<file path="config.mk">
export PLATFORM = sky130hd
export DESIGN_NAME = sd_cmd_engine
export DESIGN_NICKNAME = d
export VERILOG_FILES = /design/src/rtl/sd_cmd_engine.sv
export SDC_FILE = /design/constraint.sdc
export NUM_CORES = 1
export LEC_CHECK = 0
export ABC_AREA = 1
export CAP_MARGIN = 40
export CORE_MARGIN = 3
export CORE_UTILIZATION = 50
export DETAILED_ROUTE_END_ITERATION = 8
export MAX_ROUTING_LAYER = met4
export PLACE_DENSITY = 0.81
export SLEW_MARGIN = 0
export SYNTH_ARGS = -nofsm -noshare
export SYNTH_HDL_FRONTEND = slang
export SYNTH_SLANG_ARGS = --single-unit
export TNS_END_PERCENT = 10
</file>
<file path="constraint.sdc">
create_clock -name clk_host -period 5 [get_ports clk_host]
set_input_delay 0.75 -clock clk_host [delete_from_list [all_inputs] [get_ports clk_host]]
set_output_delay 0.75 -clock clk_host [all_outputs]
set_load 0.01 [all_outputs]
</file>
<file path="src/rtl/sd_cmd_engine.sv">
// SD command-line engine: sends a 48-bit command frame on CMD, optionally
// receives a 48/136-bit response and flags CRC7, index and timeout errors.
// clk_SD is derived from clk_host; all logic runs in the clk_host domain.
module sd_cmd_engine #(
  parameter int unsigned CLK_DIV    = 4,
  parameter int unsigned NCR_MAX    = 64,
  parameter int unsigned NCC_CYCLES = 8
) (
  input  logic         clk_host,
  input  logic         reset_host,
  input  logic         new_command,
  input  logic [5:0]   cmd_index,
  input  logic [31:0]  cmd_argument,
  input  logic [1:0]   resp_type,
  output logic         busy,
  output logic         cmd_complete,
  output logic         cmd_index_error,
  output logic         cmd_crc_error,
  output logic         cmd_timeout_error,
  output logic [127:0] response,
  output logic         clk_SD,
  output logic         CMD_PIN_OUT,
  output logic         io_enable_cmd,
  input  logic         CMD_PIN_IN
);

  localparam logic [15:0] DivLast = 16'(CLK_DIV - 1);
  localparam logic [15:0] NcrLast = 16'(NCR_MAX - 1);
  localparam logic [15:0] NccLast = 16'(NCC_CYCLES - 1);

  typedef enum logic [2:0] {StIdle, StSend, StWaitResp, StRecv, StCheck, StNcc} state_e;

  state_e         state_q, state_d;
  logic [15:0]    div_q, cnt_q;
  logic           clk_sd_q, busy_q, cmd_complete_q;
  logic           idx_err_q, crc_err_q, to_err_q, pin_q, io_en_q;
  logic [127:0]   resp_q;
  logic [5:0]     idx_q;
  logic [1:0]     rtype_q;
  logic [39:0]    tx_sr_q;
  logic [6:0]     tx_crc_q, rx_crc_q;
  logic [127:0]   rx_sr_q;

  logic           div_wrap, fall_tick, rise_tick, accept, long_resp;
  logic           rx_shift, rx_crc_en, timeout;
  logic [15:0]    rx_last, rx_n;

  // Serial CRC7 step, polynomial x^7 + x^3 + 1
  function automatic logic [6:0] crc7_step(input logic [6:0] c, input logic b);
    logic fb;
    fb = b ^ c[6];
    return {c[5:0], 1'b0} ^ (fb ? 7'h09 : 7'h00);
  endfunction

  assign div_wrap  = (div_q == DivLast);
  assign fall_tick = div_wrap & clk_sd_q;
  assign rise_tick = div_wrap & ~clk_sd_q;
  assign accept    = (state_q == StIdle) && new_command && !busy_q;
  assign long_resp = (rtype_q == 2'b10);
  assign rx_last   = long_resp ? 16'd135 : 16'd47;
  // Start bit is taken in WAIT_RESP as received bit 0; RECV counts from 1
  assign rx_n      = (state_q == StWaitResp) ? 16'd0 : cnt_q;
  assign rx_shift  = rise_tick && ((state_q == StWaitResp && !CMD_PIN_IN) ||
                                   state_q == StRecv);
  assign rx_crc_en = long_resp ? (rx_n >= 16'd8 && rx_n <= 16'd127) : (rx_n <= 16'd39);
  assign timeout   = (state_q == StWaitResp) && rise_tick && CMD_PIN_IN &&
                     (cnt_q == NcrLast);

  assign busy              = busy_q;
  assign cmd_complete      = cmd_complete_q;
  assign cmd_index_error   = idx_err_q;
  assign cmd_crc_error     = crc_err_q;
  assign cmd_timeout_error = to_err_q;
  assign response          = resp_q;
  assign clk_SD            = clk_sd_q;
  assign CMD_PIN_OUT       = pin_q;
  assign io_enable_cmd     = io_en_q;

  // Free-running clk_SD divider
  always_ff @(posedge clk_host or negedge reset_host) begin
    if (!reset_host) begin
      div_q    <= '0;
      clk_sd_q <= 1'b0;
    end else if (div_wrap) begin
      div_q    <= '0;
      clk_sd_q <= ~clk_sd_q;
    end else begin
      div_q <= div_q + 16'd1;
    end
  end

  // State register
  always_ff @(posedge clk_host or negedge reset_host) begin
    if (!reset_host) state_q <= StIdle;
    else             state_q <= state_d;
  end

  // Next-state logic
  always_comb begin
    state_d = state_q;
    case (state_q)
      StIdle:     if (accept) state_d = StSend;
      StSend:     if (fall_tick && cnt_q == 16'd48) begin
                    state_d = (rtype_q == 2'b00) ? StNcc : StWaitResp;
                  end
      StWaitResp: if (rise_tick) begin
                    if (!CMD_PIN_IN)          state_d = StRecv;
                    else if (cnt_q == NcrLast) state_d = StNcc;
                  end
      StRecv:     if (rise_tick && cnt_q == rx_last) state_d = StCheck;
      StCheck:    state_d = StNcc;
      StNcc:      if (rise_tick && cnt_q == NccLast) state_d = StIdle;
      default:    state_d = StIdle;
    endcase
  end

  // Per-state tick counter: bits sent, NCR ticks, bits received, NCC ticks
  always_ff @(posedge clk_host or negedge reset_host) begin
    if (!reset_host) begin
      cnt_q <= '0;
    end else if (state_d != state_q) begin
      cnt_q <= (state_d == StRecv) ? 16'd1 : 16'd0;
    end else if ((state_q == StSend && fall_tick) ||
                 ((state_q == StWaitResp || state_q == StRecv || state_q == StNcc) &&
                  rise_tick)) begin
      cnt_q <= cnt_q + 16'd1;
    end
  end

  // Command latch, serialiser, deserialiser, result checks and status flags
  always_ff @(posedge clk_host or negedge reset_host) begin
    if (!reset_host) begin
      busy_q         <= 1'b0;
      cmd_complete_q <= 1'b0;
      idx_err_q      <= 1'b0;
      crc_err_q      <= 1'b0;
      to_err_q       <= 1'b0;
      resp_q         <= '0;
      pin_q          <= 1'b1;
      io_en_q        <= 1'b0;
      idx_q          <= '0;
      rtype_q        <= '0;
      tx_sr_q        <= '0;
      tx_crc_q       <= '0;
      rx_crc_q       <= '0;
      rx_sr_q        <= '0;
    end else begin
      cmd_complete_q <= 1'b0;
      if (accept) begin
        busy_q    <= 1'b1;
        idx_q     <= cmd_index;
        rtype_q   <= resp_type;
        tx_sr_q   <= {2'b01, cmd_index, cmd_argument};
        tx_crc_q  <= '0;
        rx_crc_q  <= '0;
        idx_err_q <= 1'b0;
        crc_err_q <= 1'b0;
        to_err_q  <= 1'b0;
      end
      if (state_q == StSend && fall_tick) begin
        if (cnt_q < 16'd40) begin
          io_en_q  <= 1'b1;
          pin_q    <= tx_sr_q[39];
          tx_sr_q  <= {tx_sr_q[38:0], 1'b0};
          tx_crc_q <= crc7_step(tx_crc_q, tx_sr_q[39]);
        end else if (cnt_q < 16'd47) begin
          pin_q    <= tx_crc_q[6];
          tx_crc_q <= {tx_crc_q[5:0], 1'b0};
        end else if (cnt_q == 16'd47) begin
          pin_q <= 1'b1;
        end else begin
          // End bit has completed: release the line
          pin_q   <= 1'b1;
          io_en_q <= 1'b0;
          if (rtype_q == 2'b00) cmd_complete_q <= 1'b1;
        end
      end
      if (rx_shift) begin
        rx_sr_q <= {rx_sr_q[126:0], CMD_PIN_IN};
        if (rx_crc_en) rx_crc_q <= crc7_step(rx_crc_q, CMD_PIN_IN);
      end
      if (timeout) begin
        to_err_q       <= 1'b1;
        cmd_complete_q <= 1'b1;
      end
      if (state_q == StCheck) begin
        cmd_complete_q <= 1'b1;
        if (long_resp) begin
          resp_q    <= {8'h00, rx_sr_q[127:8]};
          crc_err_q <= (rx_sr_q[7:1] != rx_crc_q);
        end else begin
          resp_q <= {96'h0, rx_sr_q[39:8]};
          if (rtype_q == 2'b01) begin
            crc_err_q <= (rx_sr_q[7:1] != rx_crc_q);
            idx_err_q <= (rx_sr_q[45:40] != idx_q);
          end
        end
      end
      if (state_q == StNcc && state_d == StIdle) busy_q <= 1'b0;
    end
  end

endmodule

</file>
==> flow_metrics.env, run 1 <==
export IMPL_ys_seq_elements=353
export IMPL_yosysSeqAreaShare=0.603
export IMPL_grtUsageTotal=0.216
export IMPL_yosysTopAreaCellShare=0.601
export IMPL_cp_common_cell="nand2_1"
export IMPL_firstDrtPassIters=5
export IMPL_cts_setup_buffers=0
export IMPL_grt_overflow=0
export IMPL_place_congestion=0.852
export IMPL_fin_crit_ns=2.62
export IMPL_postCtsHoldBufs=0
export IMPL_hpwlAfterDp_um=21100
export IMPL_crit_slowest_cell="dfrtp_1"
export IMPL_ir_drop_mv=0.217
export IMPL_die_area_mm2=0.0314
export IMPL_slew_limit_headroom=0.388
export IMPL_drive_above_1_share=0.0728
export IMPL_status="completed"
export IMPL_crit_chain="ha_1 -> inv_1 -> nor2_1 -> nand2_1 -> nor2_2 -> nand2_1 -> nor2_1 -> nand2_1 -> nand2_1 -> inv_1 -> nor4_1 -> xnor2_1 -> nor2_2"
export IMPL_cp_arrival_ns=3.01
export IMPL_ys_top_cells_by_area="dfrtp_1 60%, nand2_1 7.4%, inv_1 5.2%, nor2_1 5.2%, o21ai_0 4.9%"
export IMPL_cts_tree="built"
export IMPL_cts_max_path_buffers=3
export IMPL_routed_via_density=5.17
export IMPL_synth_simple_area_share=0.170
export IMPL_synth_xor_area_frac=0.0173
export IMPL_insertion_delay_ns=0.51
export IMPL_initialDrtViolationCount=877
export IMPL_ios=180
export IMPL_dieWidth_um=177
export IMPL_synth_compound_area_share=0.119
export IMPL_critPathKind="reg -> reg"
export IMPL_rsz0062_at_grt="false"
export IMPL_cp_data_required_time_ns=5.39
export IMPL_dieHeight_um=177
export IMPL_synth_fa_ha_area_frac=0.00256
export IMPL_cp_end_kind="flip-flop"
export IMPL_start_kind="flip-flop"
export IMPL_hold_path_class="in -> async"
export IMPL_worstPathMaxFanout=12
export IMPL_powerDensity_mw_per_mm2=365
export IMPL_setup_violations_final=0
export IMPL_finClkSkew_ns=0.0167
export IMPL_ff2ff_setup_slack_ns=2.38
export IMPL_netlist_area_mm2=0.0146
export IMPL_first_global_vias=11300
export IMPL_htree_num_levels=2
export IMPL_synth_top_family_by_area="simple AND/OR/NAND/NOR gates"
export IMPL_report_final_slew_viol_count=0
export IMPL_antenna_left=0
export IMPL_leakage_nw=8.81
export IMPL_clkSinkCount=353
export IMPL_wire_per_inst_um=14.9
export IMPL_reg2reg_depth=13
export IMPL_tightestPinTransition_ns=0.919
export IMPL_synth_top_area_cell="dfrtp_1"
export IMPL_via_count=11200
export IMPL_synth_cell_types=43
export IMPL_antenna_cells=0
export IMPL_clkTransAtPathRegs_ns=0.06
export IMPL_fmax_ghz=0.381
export IMPL_initial_utilization=0.509
export IMPL_muxShareOfSynthArea=0.00615
export IMPL_grt_max_degree=145
export IMPL_drcViolationCount=0
export IMPL_grt_pass1_wl_um=55000
export IMPL_synth_avg_cell_area_um2=9.08
export IMPL_cts_resized=0
export IMPL_final_hold_viol_count=0
export IMPL_dp_slack_ns=1.99
export IMPL_area_delta_synth_final_pct=22.0
export IMPL_max_stage_delay_ns=0.41
export IMPL_io_buffers=171
export IMPL_core_area_mm2=0.0288
export IMPL_fin_ws_ns=2.38
export IMPL_cap_violations=0
export IMPL_numCtsBuffers=38
export IMPL_syn_inst=1613
export IMPL_root_buffer="clkbuf_16"
export IMPL_min_period_over_period=0.525
export IMPL_fin_tns_setup_ns=0
export IMPL_wl_um=32200
export IMPL_antenna_found_initial=0
export IMPL_timing_hold_ws_ns=0.312
export IMPL_nets=1808
export IMPL_rows=62
export IMPL_yosys_warnings=0
[layout make-up]
class / count / area [µm²]
fillers: 2331 / 10900
flip-flops and latches: 353 / 8830
multi-input cells: 973 / 4670
repair buffers: 182 / 1870
clock buffers: 52 / 1060
inverters: 213 / 800
well taps: 384 / 480
clock inverters: 12 / 153
[cell usage in the layout (no fill, tap or decap), types with 6 or more instances in the layout]
cell,n
inv_1,203
nor2_2,20
nand4_1,12
dfrtp_1,352
nor3_1,13
buf_12,6
xor2_1,17
a31oi_1,34
clkbuf_8,6
clkbuf_16,38
o21ai_0,142
o22ai_1,6
clkbuf_1,8
nand2_1,287
nand3_1,39
clkdlybuf4s50_1,170
inv_2,9
conb_1,8
mux2_2,8
clkinv_2,6
a21oi_1,133
nor2_1,201
xnor2_1,12
[cells by family (layout without fill, tap and decap cells)]
kind of cell               after synthesis  count (layout)
other                                    1               8
buffers and inverters                  294             459
DFF                                    353             353
AOI/OAI and AO/OA                      329             329
and+or+nand+nor                        596             596
adders and majority gates                3               3
xor gates and xnor gates                29              29
muxes                                    8               8
[per-stage QoR]
stage               area (µm²)  power, mW  utilization  std cells
detailed placement       16700       3.83        0.579       2105
CTS                      17900       6.61        0.621       2169
finish                   17900       6.53        0.621       2169
global route             17900       6.82        0.621       2169
floorplan                14700       3.60            -       1620
global placement         16600       3.79        0.577       2103
[flip-flops by register name, indices dropped and copies added (netlist names), 2 cells and up]
name	flops
rx_sr_q	128
rtype_q	2
idx_q	6
tx_sr_q	40
cnt_q	16
response	120
div_q	16
rx_crc_q	7
state_q	3
tx_crc_q	7
[cells in the mapped netlist, drive strengths merged]
library cell	n
xnor2	12
nor3	16
nor2	226
a31oi	34
conb	1
a22o	1
o221ai	1
o22ai	6
dfstp	1
nand4	13
nand3	40
dfrtp	352
a21oi	134
clkbuf	43
ha	3
clkinv	1
buf	38
o311ai	1
inv	212
a211oi	1
mux2	8
o2111ai	1
or2	2
nand2	294
xor2	17
o21ai	148
nor4	5
a221oi	1
o21bai	1
[power by group]
group          switching, mW  internal (mW)
Combinational          0.316          0.232
Clock                   1.09           1.64
Sequential             0.150           3.10
[worst max-delay path, delay by kind of cell, from the launching register on]
family | cells | cell delay, ns
flops | 1 | 0.41
fa+ha+maj | 1 | 0.19
xor+xnor | 1 | 0.19
simple gates | 9 | 1.45
buf+inv | 2 | 0.27
[path summary, 6_finish.rpt]
kind                              startpoint      endpoint
worst min register to register  response[60]  response[60]
worst max-delay path                div_q[0]     cnt_q[14]
max in group asynchronous         reset_host   tx_sr_q[18]
worst min-delay path              reset_host  response[74]
worst max register to register      div_q[0]     cnt_q[14]
min in group clk_host           response[60]  response[60]
[metal layers]
| layer | up-vias | global-route usage | share of wire |
|---|---|---|---|
| li1 | 5395 | - | - |
| met1 | 5418 | 0.287 | 0.43 |
| met2 | 338 | 0.337 | 0.47 |
| met3 | 54 | 0.0568 | 0.077 |
| met4 | 0 | 0.0534 | 0.019 |
| met5 | - | - | 0 |
Note: power is estimated with default switching activity, not from simulation.
==> run 2: changes to the inputs <==
==> constraint.sdc (replaced) <==
create_clock -name clk_host -period 2.54 [get_ports clk_host]
set_input_delay 0.381 -clock clk_host [delete_from_list [all_inputs] [get_ports clk_host]]
set_output_delay 0.381 -clock clk_host [all_outputs]
set_load 0.01 [all_outputs]
==> run 2 against run 1 <==
Net effect:
- clock skew decreased by 0.0023 ns
- critical endpoint is now rx_sr_q[83]
- core utilization increased by 1.1 points
- register-to-register slack got worse by 2.1 ns
- wire length increased by 2.7%
- cell count increased by 0.83%
- critical path type unchanged
- die area unchanged
- sequential share of layout area decreased by 0.84 points
- sequential cell count unchanged
- total power increased by 100%
- critical path depth decreased by 2
- via count about the same
==> flow_metrics.env, run 2 (synthesized netlist as in run 1, its figures left out) <==
export IMPL_status="completed"
export IMPL_grtUsageTotal=0.218
export IMPL_m1WireLength_um=14900
export IMPL_insertion_delay_ns=0.53
export IMPL_cp_data_required_time_ns=2.98
export IMPL_fin_area_mm2=0.0182
export IMPL_drive_above_1_share=0.0837
export IMPL_antenna_found_initial=0
export IMPL_start_kind="flip-flop"
export IMPL_r2r_start="div_q[0]"
export IMPL_htree_num_levels=2
export IMPL_mostFrequentLayoutCells="352 x dfrtp_1, 287 x nand2_1, 203 x inv_1, 200 x nor2_1, 170 x clkdlybuf4s50_1"
export IMPL_final_hold_viol_count=0
export IMPL_routed_via_density=5.13
export IMPL_report_final_slew_viol_count=0
export IMPL_tightestPinTransition_ns=0.797
export IMPL_met2_length_um=15300
export IMPL_root_buffer="clkbuf_16"
export IMPL_io_buffers=171
export IMPL_p_int_mw=10.1
export IMPL_core_area_mm2=0.0288
export IMPL_rsz0062_at_grt="true"
export IMPL_cp_end_kind="flip-flop"
export IMPL_cts_max_path_buffers=3
export IMPL_dieHeight_um=177
export IMPL_initial_utilization=0.509
export IMPL_finClkSkew_ns=0.0144
export IMPL_rows=62
export IMPL_antenna_left=0
export IMPL_fin_ws_ns=0.228
export IMPL_area_delta_synth_final_pct=24.2
export IMPL_first_global_vias=11200
export IMPL_cp_arrival_ns=2.75
export IMPL_p_seq_frac=0.483
export IMPL_die_area_mm2=0.0314
export IMPL_place_congestion=0.891
export IMPL_netSwitchingFraction=0.236
export IMPL_wl_um=33100
export IMPL_fin_tns_setup_ns=0
export IMPL_wire_per_inst_um=15.1
export IMPL_grt_max_degree=120
export IMPL_powerDensity_mw_per_mm2=725
export IMPL_cap_violations=0
export IMPL_min_period_over_period=0.910
export IMPL_ir_drop_mv=0.389
export IMPL_dp_slack_ns=0.233
export IMPL_numCtsBuffers=38
export IMPL_clkTransAtPathRegs_ns=0.06
export IMPL_ios=180
export IMPL_final_common_cell="dfrtp_1"
export IMPL_worstReg2RegEnd="rx_sr_q[83]"
export IMPL_critPathKind="reg -> reg"
export IMPL_firstDrtPassIters=7
export IMPL_grt_overflow=0
export IMPL_fin_crit_ns=2.31
export IMPL_setup_worst_path_start="div_q[0]"
export IMPL_nets=1825
export IMPL_initialDrtViolationCount=844
export IMPL_cts_tree="built"
export IMPL_dieWidth_um=177
export IMPL_largest_reg_flops=128
export IMPL_hpwlAfterDp_um=22000
export IMPL_hold_path_class="in -> reg"
export IMPL_grt_pass1_wl_um=55100
export IMPL_setup_violations_final=0
export IMPL_drcViolationCount=0
export IMPL_antenna_cells=0
export IMPL_worstPathMaxFanout=51
export IMPL_reg2reg_depth=11
export IMPL_crit_path_end="rx_sr_q[83]"
export IMPL_hp_start="cmd_argument[16]"
export IMPL_fmax_ghz=0.432
export IMPL_regMostFlops="rx_sr_q"
export IMPL_highest_layer="met4"
export IMPL_pwr_share_comb=0.084
export IMPL_dr_wl_met3_um=2140
export IMPL_via_count=11200
export IMPL_power_net_switching_mw=3.11
export IMPL_leakage_nw=8.96
export IMPL_clkSinkCount=353
export IMPL_slew_limit_headroom=0.469
export IMPL_p_clk_frac=0.433
export IMPL_placedInstanceArea_mm2=0.0169
export IMPL_ff2ff_setup_slack_ns=0.23
==> run 2: cell count changes in the layout (fill, tap and decap cells not counted), moves of 2 or more <==
cell,previous run,this run
clkinv_2,6,4
clkbuf_8,6,9
buf_12,6,13
buf_4,5,13
clkbuf_1,8,5
==> run 2: power by group through the flow <==
stage                     Clock [mW]  Sequential, mW  Combinational [mW]
after CTS                       5.83            6.37                1.12
final                           5.71            6.37                1.10
after floorplan                    0            6.40               0.691
after global placement             0            6.44                1.05
after global routing            6.07            6.43                1.26
after detailed placement           0            6.46                1.10
==> run 2: repair_timing <==
| action | 4_1_cts | 5_1_grt |
|---|---|---|
| endpoints found under the setup margin | 0 | 8 |
| hold buffers | 1 | 0 |
| setup buffers | 0 | 0 |
| hold endpoints to repair | 75 | 0 |
| gates resized for setup | 0 | 2 |
==> run 2: worst min-delay path by stage <==
| stage | to | slack [ns] | cells past startpoint |
|---|---|---|---|
| CTS | tx_sr_q[20] | 0.41 | 3 |
| global placement | response[73] | 0.46 | 1 |
| detailed placement | response[78] | 0.46 | 1 |
| global route | tx_sr_q[16] | 0.43 | 3 |
| finish | tx_sr_q[16] | 0.43 | 3 |
| floorplan | busy | 0.09 | 0 |
==> run 2: metal layers <==
layer	vias to the layer above	track usage
met5	-	-
met4	0	0.0511
met3	57	0.0448
met2	315	0.338
met1	5420	0.300
li1	5419	-
==> run 2: through the flow <==
stage	util	total power, mW	hold slack, ns	cells
floorplan	-	7.09	0.0854	1620
global placement	0.586	7.49	0.457	2121
detailed placement	0.586	7.56	0.463	2121
CTS	0.632	13.3	0.410	2187
global route	0.632	13.7	0.425	2187
finish	0.632	13.2	0.429	2187
==> run 2: critical path, stage by stage, from the launching register on <==
cell      delay [ns]
dfrtp_1         0.39
ha_1            0.19
inv_1           0.06
nor2_1          0.08
nand2_1         0.09
nor2_2          0.13
nand3_1         0.15
a211oi_4        0.34
buf_12          0.28
buf_12          0.25
nor2_1          0.08
a21oi_1         0.13
==> run 2: cell type report <==
| type | instances | area [µm²] |
|---|---|---|
| clock buffers | 53 | 1120 |
| clock inverters | 12 | 184 |
| fillers | 2306 | 10600 |
| inverters | 213 | 800 |
| multi-input cells | 973 | 4670 |
| flip-flops and latches | 353 | 8830 |
| well taps | 384 | 480 |
| repair buffers | 199 | 2100 |
